### src/rtl/lane_latch_scheduler.sv
// Round-robin latch-window scheduler: grants one lane at a time, holds its latch
// enable open for EN_CYCLES cycles, then closes with a done or abort pulse.
module lane_latch_scheduler #(
  parameter int SIZE      = 8,
  parameter int EN_CYCLES = 2
) (
  input  logic                    i_clk,
  input  logic                    i_srst,
  input  logic [SIZE-1:0]         i_req,
  input  logic                    i_hold,
  output logic [SIZE-1:0]         o_gnt,
  output logic [SIZE-1:0]         o_en,
  output logic [$clog2(SIZE)-1:0] o_lane,
  output logic                    o_busy,
  output logic                    o_done,
  output logic                    o_abort,
  output logic [1:0]              o_state
);

  localparam int LW = $clog2(SIZE);
  localparam logic [3:0]      CNT_LAST  = 4'(EN_CYCLES - 1);
  localparam logic [LW-1:0]   LANE_LAST = LW'(SIZE - 1);
  localparam logic [SIZE-1:0] ONE_HOT0  = SIZE'(1);

  typedef enum logic [1:0] {
    S_IDLE  = 2'd0,
    S_OPEN  = 2'd1,
    S_CLOSE = 2'd2
  } state_t;

  state_t          state_q;
  logic [LW-1:0]   ptr_q;
  logic [LW-1:0]   lane_q;
  logic [3:0]      cnt_q;
  logic [SIZE-1:0] gnt_q;
  logic [SIZE-1:0] en_q;
  logic            busy_q;
  logic            done_q;
  logic            abort_q;

  logic [LW-1:0]   pick_d;
  logic            found_d;
  logic [LW-1:0]   cand;

  // First requesting lane at or above ptr, wrapping past SIZE-1 back to 0.
  always_comb begin
    pick_d  = '0;
    found_d = 1'b0;
    cand    = '0;
    for (int i = 0; i < SIZE; i++) begin
      cand = LW'((int'(ptr_q) + i) % SIZE);
      if (!found_d && i_req[cand]) begin
        pick_d  = cand;
        found_d = 1'b1;
      end
    end
  end

  always_ff @(posedge i_clk) begin
    if (!i_srst) begin
      state_q <= S_IDLE;
      ptr_q   <= '0;
      lane_q  <= '0;
      cnt_q   <= '0;
      gnt_q   <= '0;
      en_q    <= '0;
      busy_q  <= 1'b0;
      done_q  <= 1'b0;
      abort_q <= 1'b0;
    end else begin
      done_q  <= 1'b0;
      abort_q <= 1'b0;
      case (state_q)
        S_IDLE: begin
          if (!i_hold && found_d) begin
            state_q <= S_OPEN;
            lane_q  <= pick_d;
            gnt_q   <= ONE_HOT0 << pick_d;
            en_q    <= ONE_HOT0 << pick_d;
            busy_q  <= 1'b1;
            cnt_q   <= '0;
          end
        end
        S_OPEN: begin
          // Losing the request wins over reaching the last cycle of the window.
          if (!i_req[lane_q]) begin
            state_q <= S_CLOSE;
            en_q    <= '0;
            abort_q <= 1'b1;
          end else if (cnt_q == CNT_LAST) begin
            state_q <= S_CLOSE;
            en_q    <= '0;
            done_q  <= 1'b1;
          end else begin
            cnt_q <= cnt_q + 4'd1;
          end
        end
        S_CLOSE: begin
          state_q <= S_IDLE;
          gnt_q   <= '0;
          busy_q  <= 1'b0;
          lane_q  <= '0;
          cnt_q   <= '0;
          ptr_q   <= (lane_q == LANE_LAST) ? '0 : lane_q + LW'(1);
        end
        default: begin
          state_q <= S_IDLE;
          gnt_q   <= '0;
          en_q    <= '0;
          busy_q  <= 1'b0;
          lane_q  <= '0;
          cnt_q   <= '0;
        end
      endcase
    end
  end

  assign o_gnt   = gnt_q;
  assign o_en    = en_q;
  assign o_lane  = lane_q;
  assign o_busy  = busy_q;
  assign o_done  = done_q;
  assign o_abort = abort_q;
  assign o_state = state_q;

`ifndef SYNTHESIS
  a_done_abort_excl : assert property (@(posedge i_clk) disable iff (!i_srst)
    !(done_q && abort_q));
  a_en_onehot0 : assert property (@(posedge i_clk) disable iff (!i_srst)
    $onehot0(en_q));
  a_en_only_open : assert property (@(posedge i_clk) disable iff (!i_srst)
    (en_q != '0) |-> (state_q == S_OPEN));
  a_pulse_only_close : assert property (@(posedge i_clk) disable iff (!i_srst)
    (done_q || abort_q) |-> (state_q == S_CLOSE));
`endif

endmodule

### config.mk
export PLATFORM = sky130hd
export DESIGN_NAME = lane_latch_scheduler
export DESIGN_NICKNAME = d
export VERILOG_FILES = /design/src/rtl/lane_latch_scheduler.sv
export SDC_FILE = /design/constraint.sdc
export NUM_CORES = 1
export LEC_CHECK = 0
export CORE_UTILIZATION = 30
export DETAILED_ROUTE_END_ITERATION = 8
export SLEW_MARGIN = 15
export SYNTH_ARGS = -nofsm -noshare
export SYNTH_HDL_FRONTEND = slang
export SYNTH_SLANG_ARGS = --single-unit
### constraint.sdc
create_clock -name i_clk -period 3.6 [get_ports i_clk]
set_input_delay 0.72 -clock i_clk [delete_from_list [all_inputs] [get_ports i_clk]]
set_output_delay 0.72 -clock i_clk [all_outputs]
set_load 0.03 [all_outputs]
==> results.yml <==
grt:
  met1_usage_pct: 20.7
  gr_ovfl_total: 0
  grt_first_pass_wirelength_um: 9370
  first_global_vias: 1949
  antenna_found_initial: 0
  globalRoute.busiestLayer: "met2"
  grt_util_met3_pct: 3.42
  grtUsageTotal_pct: 15.5
  gr-usage-met2_pct: 25.4
  grt_start_max_net_pins: 17
synth:
  fraction_of_synthesized_cell_area_taken_by_the_top_area_cell_type_pct: 27.1
  synthesis.instances: 247
  synth.net_count: 264
  yosys_register_bits: 31
  ys_dominant_reg_cell: "dfxtp_1"
  synth-edff-count: 0
  synthArstFlopShare_pct: 0
  synth_area_leader_cell: "dfxtp_1"
  ys_types: 50
  synth_area_mm2: 0.00229
  yosysWarnings: 0
  synth_seq_area_share_pct: 27.1
  postSynthAreaPerCell_um2: 9.26
  yosys-top-cells-area: "dfxtp_1, mux4_2, mux2i_1"
worst_hold_path:
  worstHoldPathType: "reg -> reg"
cts:
  cts.clk_slew.worst_paths_ns: 0.07
  bufs_on_longest_clock_path: 2
  cts_root_buf: "clkbuf_8"
  cts.sinks: 31
  tritoncts: "done"
  cts_resized: 0
  cts_hold_repair.buffers: 0
  maximum_level_of_the_cts_h_tree: 2
  cts_post_setup_buffers_inserted: 0
  cts_made_buffers: 5
  insertion_delay_ns: 0.29
finish:
  fin_cells: 395
  commonest_non_fill_non_tap_cells_in_the_layout: "clkdlybuf4s50_1, dfxtp_1, nand2_1"
  area.growth.synth_to_final_pct: 29.1
  drive_gt1_share_pct: 20.9
  nFillCells: 759
  finalNetCount: 312
  fin_util_pct: 40.5
  n_antenna_cell: 0
  mostFrequentLayoutCell: "clkdlybuf4s50_1"
  multiInputGateArea_mm2: 0.00155
  seqCellArea_um2: 621
floorplan:
  floorplan.die.width_um: 89.3
  floorplan.core_area_mm2: 0.00729
  fp-row-count: 31
  floorplan.initialDensity_pct: 31.4
  ioPinCount: 35
  die-area_mm2: 0.00798
  die_h_um: 89.3
power:
  internal_power_w: 0.000732
  clkPwrFrac_pct: 33.4
  sequentialPowerShare_pct: 35.8
  power_density_mw_per_mm2: 358
  finalPower_w: 0.00106
  peakVddDrop_v: 0.000153
  comb_power_share_pct: 30.8
  power.share.switching_pct: 30.7
  netSwitchingPower_w: 0.000324
  power.leakage_nw: 1.09
placement:
  gp_congestion: 0.858
  detailedPlacementHpwl_um: 4370
  pre_cts_ws_ns: -0.000390
  post-place-cells: 387
  port-buffer-count: 34
timing:
  setup_viol: 0
  clock-skew-final_ns: 0.00706
  period_needed_ns: 3.41
  max_slew.worst_pin.slew_ns: 0.627
  setup_repair_after_global_routing_missed_its_margin: "no"
  fin_hold_ws_ns: 0.452
  finalMaxSlewViolations: 0
  setup_slack_ns: 0.193
  timing.slew.headroom_pct: 58.1
  final-hold-violation-count: 0
  final.period_utilization_pct: 94.6
  max_clock_freq_mhz: 294
critical_path:
  start_kind: "flop"
  timing.critical_path.arrival_ns: 3.60
  crit_type: "reg -> reg"
  required_ns: 3.80
  cp_max_fo: 11
  critPathCaptureType: "flop"
routing:
  drt-pass1-iter-count: 4
  antenna_violating_nets_post_route: 0
  drc_errors: 0
  route.detailed.wl_per_inst_um: 14.4
  first_iter_violations: 92
  routed_via_density: 5.18
  drt_wl_total_um: 5680
  routed-via-count: 2047
run_status:
  status: "complete, no violations"
flow_run:
  timing.max_cap.violations: 0
-- metrics by stage --
| step | instance area, um^2 | TNS [ns] |
|---|---|---|
| after floorplan | 2290 | 0 |
| after global placement | 2840 | 0 |
| after detailed placement | 2840 | -0.000390 |
| after CTS | 2950 | 0 |
| after global routing | 2950 | 0 |
| final | 2950 | 0 |
-- final timing paths --
| check | from | end | slack [ns] | cells past startpoint |
|---|---|---|---|---|
| worst max-delay path | ptr_q[0] | o_en[3] | 0.19 | 9 |
| worst min-delay path | o_en[0] | o_en[0] | 0.45 | 2 |
| worst max register to register | ptr_q[0] | o_en[3] | 0.19 | 9 |
| worst min register to register | o_en[0] | o_en[0] | 0.45 | 2 |
-- power by group through the flow --
stage                     logic, W  clock network, W  registers (W)
after global placement    0.000322                 0       0.000386
after global routing      0.000353          0.000376       0.000381
after detailed placement  0.000324                 0       0.000387
after CTS                 0.000325          0.000360       0.000379
final                     0.000325          0.000353       0.000378
after floorplan           0.000185                 0       0.000409
-- Yosys cell counts, drive strengths merged (5+ instances only) --
master and number:
o31ai 19, mux2i 13, inv 9, nand2b 6, nand3 5, ha 6, nor2 25, mux2 10
mux4 15, dfxtp 31, a21oi 12, xor2 5, nand2 29, buf 10
-- worst max-delay path, stage by stage, from the launching register on --
cell	delay (ns)
dfxtp_1	0.35
inv_2	0.05
ha_1	0.61
mux4_2	0.63
o21ai_0	0.18
a31oi_1	0.10
o21ai_0	0.27
a21oi_1	0.15
or4_1	0.72
o31ai_1	0.26
-- per-layer routing --
metal	vias to the layer above	routed length [um]
li1	1019	-
met1	972	2650
met2	51	2650
met3	5	334
met4	0	41
met5	-	0
-- kinds of logic (layout without fill, tap and decap cells) --
kind of cell | Yosys count | in the layout | synth area share (%)
muxes | 38 | 38 | 25.4
buffers and inverters | 22 | 71 | 4.92
xor gates and xnor gates | 6 | 6 | 2.30
and+or+nand+nor | 89 | 89 | 19.0
adders and majority gates | 6 | 6 | 3.28
AOI/OAI and AO/OA | 55 | 55 | 17.9
DFF | 31 | 31 | 27.1
-- state kept, by name, indices dropped and copies added (netlist names) --
register  count
o_busy        1
o_done        1
o_lane        3
cnt_q         4
ptr_q         3
o_en          8
o_abort       1
o_gnt         8
o_state       2
-- area by class of cell --
cell class	count	share of cell area, %
flip-flops and latches	31	21.0
well taps	99	4.19
multi-input cells	194	52.6
clock buffers	6	2.80
clock inverters	2	1.19
inverters	9	1.14
repair buffers	54	17.0
Power figures use the tool's default switching activity.
